File: src/rtl/pipe_stage_reg_if.sv
// Handshake bundle for one pipeline stage register: upstream side,
// downstream side, flush and the status counters.
interface pipe_stage_reg_if #(
  parameter int DATA_W = 32,
  parameter int CTRL_W = 12
) ();
  logic              flush;
  logic              in_valid;
  logic              in_ready;
  logic [DATA_W-1:0] in_data;
  logic [CTRL_W-1:0] in_ctrl;
  logic              out_valid;
  logic              out_ready;
  logic [DATA_W-1:0] out_data;
  logic [CTRL_W-1:0] out_ctrl;
  logic [1:0]        occupancy;
  logic [15:0]       stall_cnt;

  // Environment side: produces upstream entries and downstream ready.
  modport master (
    output flush, in_valid, in_data, in_ctrl, out_ready,
    input  in_ready, out_valid, out_data, out_ctrl, occupancy, stall_cnt
  );

  // Stage side: the register itself.
  modport slave (
    input  flush, in_valid, in_data, in_ctrl, out_ready,
    output in_ready, out_valid, out_data, out_ctrl, occupancy, stall_cnt
  );
endinterface

File: src/rtl/pipe_stage_reg.sv
// Pipeline stage register with valid/ready handshake. SKID=1 builds a
// two-entry skid stage whose in_ready is registered (no combinational
// path from out_ready); SKID=0 builds a single-entry stage with a
// combinational in_ready. Bubbles carry an all-zero control bundle.
module pipe_stage_reg #(
  parameter int DATA_W = 32,
  parameter int CTRL_W = 12,
  parameter int SKID   = 1
) (
  input logic             clk,
  input logic             clr,
  pipe_stage_reg_if.slave bus
);

  // State value doubles as the held-entry count.
  typedef enum logic [1:0] {
    EMPTY = 2'd0,
    ONE   = 2'd1,
    TWO   = 2'd2
  } state_t;

  state_t            r_state;
  state_t            w_state_nxt;
  logic              r_in_ready;
  logic [DATA_W-1:0] r_h_data;
  logic [CTRL_W-1:0] r_h_ctrl;
  logic [DATA_W-1:0] r_s_data;
  logic [CTRL_W-1:0] r_s_ctrl;
  logic [15:0]       r_stall_cnt;

  logic w_in_ready;
  logic w_out_valid;
  logic w_accept;
  logic w_pop;
  logic w_stall;
  logic w_load_h;
  logic w_h_from_s;
  logic w_load_s;

  function automatic logic [15:0] sat_inc16(input logic [15:0] v);
    return (v == 16'hFFFF) ? v : v + 16'd1;
  endfunction

  assign w_out_valid = (r_state != EMPTY);
  // Single-entry stage may refill in the same cycle it drains.
  assign w_in_ready  = (SKID != 0) ? r_in_ready
                                   : (clr & (~w_out_valid | bus.out_ready));
  assign w_accept    = bus.in_valid & w_in_ready;
  assign w_pop       = w_out_valid & bus.out_ready;
  assign w_stall     = w_out_valid & ~bus.out_ready;

  // Next-state and register-load selection; flush overrides any transfer.
  always_comb begin
    w_state_nxt = r_state;
    w_load_h    = 1'b0;
    w_h_from_s  = 1'b0;
    w_load_s    = 1'b0;
    if (bus.flush) begin
      w_state_nxt = EMPTY;
    end else begin
      case (r_state)
        EMPTY: begin
          if (w_accept) begin
            w_state_nxt = ONE;
            w_load_h    = 1'b1;
          end
        end
        ONE: begin
          if (w_accept && w_pop) begin
            w_load_h = 1'b1;
          end else if (w_accept && (SKID != 0)) begin
            w_state_nxt = TWO;
            w_load_s    = 1'b1;
          end else if (w_pop) begin
            w_state_nxt = EMPTY;
          end
        end
        TWO: begin
          if (w_pop) begin
            w_state_nxt = ONE;
            w_h_from_s  = 1'b1;
          end
        end
        default: w_state_nxt = EMPTY;
      endcase
    end
  end

  // Control state: occupancy, registered ready and the saturating stall counter.
  always_ff @(posedge clk) begin
    if (!clr) begin
      r_state     <= EMPTY;
      r_in_ready  <= 1'b0;
      r_stall_cnt <= 16'd0;
    end else begin
      r_state    <= w_state_nxt;
      r_in_ready <= (w_state_nxt != TWO);
      if (w_stall) begin
        r_stall_cnt <= sat_inc16(r_stall_cnt);
      end
    end
  end

  // Payload registers: head H and skid S; hold value when not loaded.
  always_ff @(posedge clk) begin
    if (!clr) begin
      r_h_data <= '0;
      r_h_ctrl <= '0;
      r_s_data <= '0;
      r_s_ctrl <= '0;
    end else begin
      if (w_load_h) begin
        r_h_data <= bus.in_data;
        r_h_ctrl <= bus.in_ctrl;
      end else if (w_h_from_s) begin
        r_h_data <= r_s_data;
        r_h_ctrl <= r_s_ctrl;
      end
      if (w_load_s) begin
        r_s_data <= bus.in_data;
        r_s_ctrl <= bus.in_ctrl;
      end
    end
  end

  assign bus.in_ready  = w_in_ready;
  assign bus.out_valid = w_out_valid;
  assign bus.out_data  = r_h_data;
  assign bus.out_ctrl  = w_out_valid ? r_h_ctrl : '0;
  assign bus.occupancy = r_state;
  assign bus.stall_cnt = r_stall_cnt;

endmodule

File: src/flat_wrapper.sv
// flat-port wrapper written by rule: the top's interface ports become plain ports
module pipe_stage_reg_flat 
#(
  parameter int DATA_W = 32,
  parameter int CTRL_W = 12,
  parameter int SKID   = 1
)
  (clk, clr, bus_flush, bus_in_valid, bus_in_data, bus_in_ctrl, bus_out_ready, bus_in_ready, bus_out_valid, bus_out_data, bus_out_ctrl, bus_occupancy, bus_stall_cnt);
  pipe_stage_reg_if #(.DATA_W(DATA_W), .CTRL_W(CTRL_W)) bus_i ();
  input logic clk;
  input logic clr;
  input wire logic [$bits(bus_i.flush)-1:0] bus_flush;
  input wire logic [$bits(bus_i.in_valid)-1:0] bus_in_valid;
  input wire logic [$bits(bus_i.in_data)-1:0] bus_in_data;
  input wire logic [$bits(bus_i.in_ctrl)-1:0] bus_in_ctrl;
  input wire logic [$bits(bus_i.out_ready)-1:0] bus_out_ready;
  output wire logic [$bits(bus_i.in_ready)-1:0] bus_in_ready;
  output wire logic [$bits(bus_i.out_valid)-1:0] bus_out_valid;
  output wire logic [$bits(bus_i.out_data)-1:0] bus_out_data;
  output wire logic [$bits(bus_i.out_ctrl)-1:0] bus_out_ctrl;
  output wire logic [$bits(bus_i.occupancy)-1:0] bus_occupancy;
  output wire logic [$bits(bus_i.stall_cnt)-1:0] bus_stall_cnt;
  assign bus_i.flush = bus_flush;
  assign bus_i.in_valid = bus_in_valid;
  assign bus_i.in_data = bus_in_data;
  assign bus_i.in_ctrl = bus_in_ctrl;
  assign bus_i.out_ready = bus_out_ready;
  assign bus_in_ready = bus_i.in_ready;
  assign bus_out_valid = bus_i.out_valid;
  assign bus_out_data = bus_i.out_data;
  assign bus_out_ctrl = bus_i.out_ctrl;
  assign bus_occupancy = bus_i.occupancy;
  assign bus_stall_cnt = bus_i.stall_cnt;
  pipe_stage_reg #(.DATA_W(DATA_W), .CTRL_W(CTRL_W), .SKID(SKID)) u_core (.clk(clk), .clr(clr), .bus(bus_i));
endmodule
File: config.mk
export PLATFORM = sky130hd
export DESIGN_NAME = pipe_stage_reg_flat
export DESIGN_NICKNAME = d
export VERILOG_FILES = /design/src/rtl/pipe_stage_reg_if.sv /design/src/rtl/pipe_stage_reg.sv /design/src/flat_wrapper.sv
export SDC_FILE = /design/constraint.sdc
export NUM_CORES = 1
export LEC_CHECK = 0
export CAP_MARGIN = 20
export CORE_MARGIN = 1
export CORE_UTILIZATION = 49
export DETAILED_ROUTE_END_ITERATION = 7
export PLACE_DENSITY = 0.81
export SYNTH_ARGS = -nofsm -noshare
export SYNTH_HDL_FRONTEND = slang
export SYNTH_SLANG_ARGS = --single-unit
File: constraint.sdc
create_clock -name clk -period 1.9 [get_ports clk]
set_input_delay 0.38 -clock clk [delete_from_list [all_inputs] [get_ports clk]]
set_output_delay 0.38 -clock clk [all_outputs]
set_load 0.01 [all_outputs]
Word level (Yosys, flattened, before mapping) --
Cells that the tools add are included.
Word-level totals: bits in registers 107, input port bits 49, output and inout bits 64, logic and storage cells 44
Cells by class: $add $sub $neg 1, equal/unequal tests 4, mux-type cells 22, bitwise gates (word level) 5, reduce and logical (&&, ||, !) cells 5
Operators by type and width (count):
- 2-to-1 mux 32 bit | 2
- 2-to-1 mux 12 bit | 3
- adder 16 x 1 -> 16 bit (second input constant) | 1
- == test 16 bit (second input constant) | 1
- 2-to-1 mux 2 bit | 6
- 2-to-1 mux 1 bit | 9
- case mux 2 bit (3 select lines) | 1
- nonzero test 2 bit | 2
- bitwise AND 1 bit | 3
- == test 2 x 1 -> 1 bit (second input constant) | 1
- == test 2 bit (second input constant) | 1
- logical NOT 2 bit | 1
- != test 2 bit (second input constant) | 1
- inverter 1 bit | 2
- case mux 1 bit (2 select lines) | 1
- AND reduction 2 bit | 1
- logical AND 1 bit | 1

Longest topological paths before layout --
depth in word-level cells 8, gate-level depth with buffers 6, gate-level depth less buffers 5

Worst setup path before layout --
No wires, ideal clock.
kind reg-to-reg, from register u_core.r_stall_cnt[0] (netlist: u_core.bus.stall_cnt[0]), to register u_core.r_stall_cnt[8] (netlist: u_core.bus.stall_cnt[8]), library setup time 0.070 ns, arrival time 1.674 ns, data required time 1.830 ns, path slack 0.155 ns, cell stages (with the launch flop) 6, path buffers 0, clock period less this slack 1.745 ns, cell sequence dfxtp_1 ha_1 nand3_2 or2_1 or4_1 a21oi_1
On the way: longest elaborated chain between the ends 3, elaborated cells on any way between the ends 4, classes of those cells 1 x add/sub; 1 x eq/ne; 1 x bitwise; 1 x reduce/logical
RTL lines:
- start: declaration | RTL line pipe_stage_reg.sv:29 | logic [15:0] r_stall_cnt;
- start signal: assignment | RTL line pipe_stage_reg.sv:99 | r_stall_cnt <= sat_inc16(r_stall_cnt);
- parallel branches: the longest is 3 deep, another holds adder 16 x 1 -> 16 bit
Several ways; the timed one is not identified. A chain may end at the register's enable or synchronous reset.

Worst setup path after layout --
from register u_core.r_state[1] (netlist: u_core.bus.occupancy[1]), to output bus_occupancy[1]
RTL lines:
- start: declaration | RTL line pipe_stage_reg.sv:22 | state_t r_state;
- start signal: assignment | RTL line pipe_stage_reg.sv:96 | r_state <= w_state_nxt;
- end: declaration | RTL line flat_wrapper.sv:21 | output wire logic [$bits(bus_i.occupancy)-1:0] bus_occupancy;
No word-level cell between the ends.

==> metrics.md <==
| Metric | Value |
|---|---|
| Status | complete, no violations |
| Synth Area in Compound Gates | between 10% and 20% |
| Clock Latency Late Sink | between 300 and 400 ps |
| Clk pwr share | approximately a third |
| Initial DRT Pass Iterations | 4 |
| Syn_nets | 570 |
| Core footprint | about 8800 µm² |
| Final wirelength | between 10000 and 15000 µm |
| Flop pwr share | between 50% and 60% |
| IO Port Bufs | about 110 |
| Remaining antenna violation count after routing | 0 |
| Final hold violations | 0 |
| Post-Synth XOR/XNOR Area | less than 1% |
| Slew Limit Headroom | 66.2% |
| Initial core utilization | between 50% and 60% |
| Rows | 34 |
| Avg Vias per Cell | about 5.5 |
| Reg2reg end | u_core.bus.stall_cnt[8]$_SDFFE_PN0P_ |
| First-pass GRT wire length | around 19000 µm |
| Number of fill cells in the layout | 685 |
| # DRC | 0 |
| DP HPWL | approximately 7500 µm |
| Number of global-route vias before repair | around 3900 |
| Cells after synthesis | 520 |
| Internal Pwr Total | 3070 µW |
| Worst reg2reg setup slack | 140 ps |
| Drt first-iter violations | approximately 170 |
| Maximum clock frequency | 0.553 GHz |
| Worst-Margin Slew | 503 ps |
| Final Skew | 14.0 ps |
| Congestion Overflow GR | 0 |
| Die width | around 100 µm |
| Mean post-synth cell area | 8.61 µm² |
| Setup violators final | 0 |
| Min-Delay Endpoint | u_core.bus.out_data[1]$_SDFFE_PN0P_ |
| Worst hold path depth | 3 |
| Ys Warns | 0 |
| Antenna violations before repair | 0 |
| Total of max-cap violations | 0 |
| Max stage delay on crit path | between 500 and 600 ps |
| Setup_tns | 0 ps |
| Tmin final | 1810 ps |
| Num CTS Buffers | 9 |
| Ant diodes | 0 |
| Num ports | ~110 |
| Post-Synth Simple-Gate Area | around 18% |
| WP data arrival | around 1400 ps |
| Register area | approximately 2100 µm² |
| GRT Util Overall | 23.7% |
| CTS tree | yes |
| RSZ-0062 raised after global routing | false |
| Leakage | ~0.0021 µW |
| Synth top area share | between 40 and 50% |
| H-tree levels | 3 |
| Die ar. | between 9000 and 10000 µm² |
| Delay-heaviest family, CP | buffers and inverters |
| Yosys cell types | 42 |
| Combinational share of power | between 10 and 15% |
| Nets | 683 |
| Net Switching | slightly above 1000 µW |
| Worst min-delay path category | in2reg |
| Syn Std Cell Area | 4480 µm² |
| Top post-synthesis cells by area | dfxtp_1, mux2i_1, a21oi_1, nand2_1, o21ai_0 |
| Sw Share | approximately 25% |
| CP max-delay cell | clkdlybuf4s50_1 |
| Vias | 4131 |
| Final period utilization | between 90% and 100% |
| Max-slew violations | 0 |
| Die Ht | roughly 98 µm |
| CTS root buf | clkbuf_8 |
| Register area share after synthesis | between 40% and 50% |
| Power per Cell Area | between 600 and 700 nW/µm² |
| Final cell count without fillers | ~750 |
| Worst endpoint required time | 1520 ps |
| Crit start category | register |
| Synth Area in Adders | 0.280% |
| Clock buffer depth | 2 |
| Crit Path Max Fanout | 6 |
| Synth Register Bits | between 100 and 150 |
| Largest net degree at the start of global routing | between 70 and 80 |
| Worst vdd ir | 0.350 mV |
| Multi-input gate area | roughly 2200 µm² |
| TritonCTS Sinks | about 110 |
| Hold Slack | 330 ps |
| Main combinational cell family by area after synthesis | simple AND/OR/NAND/NOR gates |
| Element type at the critical path end | primary output |
| GPL Wtd Cong | 0.812 |
| Crit path cell chain | buf_4, clkdlybuf4s50_1 |
| Layout cells sized above 1 | under 10% |
| End-of-flow core utilization | 69.4% |
| Area leader, netlist | dfxtp_1 |
| Area grow syn2layout | 35.9% |
| R2r worst-path depth | 5 |
| Clock-pin slew on the worst setup and hold paths | roughly 100 ps |
| Hold Path Origin | clr |
| Hold_buf cts | 0 |
| Total power | approximately 4000 µW |
| CP Class | reg2out |
| CP Buf/Inv Count | 2 |
| Wire length per cell | 15.5 µm |
| Placed cell count | between 700 and 800 |
| Mux cell area share after synthesis | around an eighth |
| Worst r2r src | u_core.bus.stall_cnt[0]$_SDFFE_PN0P_ |
-- through the flow --
step / worst slack [ps] / cell area, µm²
6_report: 91.8 / 6080
5_1_grt: 27.1 / 6080
4_1_cts: 17.4 / 6040
3_5_place_dp: -363 / 5810
3_3_place_gp: -300 / 5810
2_1_floorplan: 155 / 4480
-- worst max-delay path by stage --
stage / slack (ps) / cells after the start / endpoint / start
after floorplan: 160 / 5 / u_core.bus.stall_cnt[8]$_SDFFE_PN0P_ / u_core.bus.stall_cnt[0]$_SDFFE_PN0P_
after global placement: -300 / 6 / u_core.bus.out_data[0]$_SDFFE_PN0P_ / bus_in_valid
after detailed placement: -360 / 6 / u_core.bus.out_data[30]$_SDFFE_PN0P_ / bus_in_valid
after CTS: 20 / 6 / u_core.bus.out_data[30]$_SDFFE_PN0P_ / u_core.bus.occupancy[0]$_SDFF_PN0_
after global routing: 30 / 1 / bus_stall_cnt[4] / u_core.bus.stall_cnt[4]$_SDFFE_PN0P_
final: 90 / 2 / bus_occupancy[1] / u_core.bus.occupancy[1]$_SDFF_PN0_
-- metal layers --
metal	wire [µm]	vias to the layer above	global-route usage, %
li1	-	2034	-
met1	5190	1957	30.7
met2	5670	132	40.2
met3	645	8	5.54
met4	79	0	5.54
met5	0	-	0
-- cells in the mapped netlist, drive strengths merged --
cell type and number:
and3 2, or3 2, ha 1, clkinv 1, and2 3, clkbuf 29
a2bb2oi 1, o311a 1, buf 10, o21bai 1, xor2 1, a31oi 1
inv 3, nor4 8, nand2b 7, mux2i 52, or2 2, nor2b 14
and3b 1, a41o 1, nor4b 1, o2111ai 1, nor3 3, o211a 1
or4 4, o21ai 49, and4b 1, o31ai 2, a21oi 93, nand2 101
dfxtp 107, nand4 5, nor2 6, nand3 5
-- state kept, by name, summed over array words and instances, names as in the netlist --
register	flops
u_core.r_s_ctrl	12
u_core.bus.in_ready	1
u_core.r_s_data	32
u_core.bus.occupancy	2
u_core.bus.out_data	32
u_core.r_h_ctrl	12
u_core.bus.stall_cnt	16
-- logic make-up after synthesis --
logic type / after synthesis
compound gates: 151
xor+xnor: 1
fa+ha+maj: 1
buf+inv: 43
flops: 107
mux: 52
simple gates: 165
-- worst min-delay path: stages --
cell	delay, ps
buf_2	150
o21ai_0	80
a21oi_1	40
-- final cells by class --
| type | count | area share, % |
|---|---|---|
| flip-flops and latches | 107 | 35.3 |
| repair buffers | 141 | 23.5 |
| inverters | 4 | 0.247 |
| clock buffers | 10 | 2.26 |
| clock inverters | 6 | 0.926 |
| well taps | 108 | 2.22 |
| multi-input cells | 370 | 35.6 |
-- power by group through the flow --
stage	combinational (µW)	sequential (µW)	clock, µW
final	413	2330	1350
after detailed placement	397	2380	0
after global routing	444	2330	1480
after global placement	387	2370	0
after floorplan	140	2390	0
after CTS	403	2330	1370
-- timing repair --
item	in CTS	in global routing
pin swaps	1	1
cloned	0	1
endpoints found under the setup margin	13	36
buffers inserted	3	0
resized for setup	16	6
-- cells in the final DEF (no fill, tap or decap), drive strengths merged, types with 2 or more instances in the layout --
master	netlist	routed
dfxtp	107	107
nand2	101	101
clkdlybuf4s50	0	98
a21oi	93	93
mux2i	52	52
o21ai	49	49
buf	10	29
nor2b	14	14
dlygate4sd2	0	12
clkbuf	29	11
nor4	8	8
nand2b	7	7
nor2	6	6
inv	3	6
nand3	5	5
nand4	5	5
or4	4	4
and2	3	3
nor3	3	3
clkinv	1	3
o31ai	2	2
or3	2	2
or2	2	2
and3	2	2
Power figures use the tool's default switching activity.
==> RTL change: new RTL, same settings <==
`CTRL_W` is set to 12 in 3 places; all go to 14.
--- a/src/rtl/pipe_stage_reg_if.sv
+++ b/src/rtl/pipe_stage_reg_if.sv
@@ -2,7 +2,7 @@
 // downstream side, flush and the status counters.
 interface pipe_stage_reg_if #(
   parameter int DATA_W = 32,
-  parameter int CTRL_W = 12
+  parameter int CTRL_W = 14
 ) ();
   logic              flush;
   logic              in_valid;
--- a/src/rtl/pipe_stage_reg.sv
+++ b/src/rtl/pipe_stage_reg.sv
@@ -4,7 +4,7 @@
 // combinational in_ready. Bubbles carry an all-zero control bundle.
 module pipe_stage_reg #(
   parameter int DATA_W = 32,
-  parameter int CTRL_W = 12,
+  parameter int CTRL_W = 14,
   parameter int SKID   = 1
 ) (
   input logic             clk,
--- a/src/flat_wrapper.sv
+++ b/src/flat_wrapper.sv
@@ -2,7 +2,7 @@
 module pipe_stage_reg_flat 
 #(
   parameter int DATA_W = 32,
-  parameter int CTRL_W = 12,
+  parameter int CTRL_W = 14,
   parameter int SKID   = 1
 )
   (clk, clr, bus_flush, bus_in_valid, bus_in_data, bus_in_ctrl, bus_out_ready, bus_in_ready, bus_out_valid, bus_out_data, bus_out_ctrl, bus_occupancy, bus_stall_cnt);
Ports: changed (resized bus_in_ctrl and bus_out_ctrl); port bits go from 113 to 117. The function was not compared with the original's and may differ.
==> RTL change against the original RTL <==
- combinational power is 2% higher
- count of clock-buffer cells in the layout is 1 lower
- non-clock buffer count is 4 higher
- synthesized cell count is 3.8% higher
- sequential cell count is 4 higher
- register-to-register slack better by 20 ps
- clock skew hardly changed
- wire length is 2.4% higher
- largest cell class is now sequential cells
- area after synthesis is 2.6% higher
- design area is 2.2% higher
- sequential share of layout area is 0.49 points higher
- worst setup slack worse by 34 ps
- total power is 1.2% higher
==> RTL change: results (changes against the original RTL) <==
[run_status]
outcome=finished clean

[layout]
drive_gt1_frac=0.0877  ; -0.00787
regArea_um2=2220  ; +3.7%
final_cells=769  ; +3.1%
finalNetCount=708  ; +3.7%
nMultiInputCombCells=385  ; +4.1%
multi_input_area_share=0.357  ; +0.000641
nonClkBufAreaFrac=0.233  ; -0.00192
nNonClkBuffers=145  ; +2.8%
fillers=715  ; +4.4%
final-clk-cell-share=0.0288  ; -0.00311

[grt]
grt_pass1_wl_mm=19.3  ; +3.9%
grt_max_degree=61  ; -18%
grt_pass1_vias=4219  ; +7.1%
grtUsageTotal=0.243  ; +0.00558

[logic_synthesis]
synth_compound_area_frac=0.191  ; +0.0124
muxShareOfSynthArea=0.109  ; -0.00731
syn-cell-area_um2=4590  ; +2.6%
synth_nets=592  ; +3.9%
synth-xor-area-share=0.00191  ; -0.0000496
yosysSeqAreaShare=0.484  ; +0.00531
ys_top_cells_by_area=dfxtp_1 (48%), a21oi_1 (11%), mux2i_1 (11%), nand2_1 (8.3%), o21ai_0 (5.4%)
ys_types=34  ; -19%

[drt]
drtIter0Drc=143  ; -18%
dr_wl_met3_um=554  ; -14%
routed_via_density=5.67  ; +2.4%
wl_met2_mm=5.94  ; +4.6%
wl_met1_mm=5.08  ; -2.1%
drt-wirelength-per-cell_um=15.4  ; -0.63%

[power_and_ir_drop]
p_sw_mw=1.03  ; +0.88%
p_comb_mw=0.422  ; +2%
powerClk_mw=1.30  ; -4%
leakagePower_nw=2.11  ; +2.0%
internal-power_mw=3.11  ; +1.3%

[worst_setup_path]
regToRegEndpoint=u_core.bus.stall_cnt[7]
path_max_fanout=8  ; +2
worstPathArrival_ps=1460  ; +30 ps
cp_slowest_stage_delay_ps=610  ; +70 ps
rr_worst_depth=4  ; -1

[placement]
post-place-ws_ps=-354  ; +9.27 ps
place_area_um2=5980  ; +2.8%
port_buffers=116  ; +3.6%
dp_hpwl_mm=7.79  ; +4.4%
gp_congestion=0.778  ; -4.2%
dp.cells=750  ; +3.3%

[sta]
fin_skew_ps=14.2  ; +0.240 ps

[clock_tree]
clk_pin_slew_ps=110

## RTL change: what timing repair did
| item | CTS | global route |
|---|---|---|
| gates cloned | 0 | 1 |
| resized for setup | 19 | 6 |
| pin swaps | 1 | 0 |
| setup endpoints to repair | 15 | 26 |
| hold endpoints to repair | 0 | 0 |
| setup buffers | 2 | 0 |
## RTL change: layer usage
layer	global-route usage	vias to the layer above
met5	0	-
met2	0.427	140
met3	0.0404	25
met1	0.293	2065
li1	-	2129
met4	0.107	0
## RTL change: worst max path at each step
stage                              from                        to  slack, ps
6_report       u_core.bus.stall_cnt[11]         bus_stall_cnt[11]         60
5_1_grt        u_core.bus.stall_cnt[11]         bus_stall_cnt[11]         20
4_1_cts         u_core.bus.occupancy[0]   u_core.bus.out_data[14]          8
3_5_place_dp               bus_in_valid        u_core.r_h_ctrl[7]       -350
3_3_place_gp               bus_in_valid   u_core.bus.out_data[24]       -300
2_1_floorplan   u_core.bus.stall_cnt[0]  u_core.bus.stall_cnt[10]         40
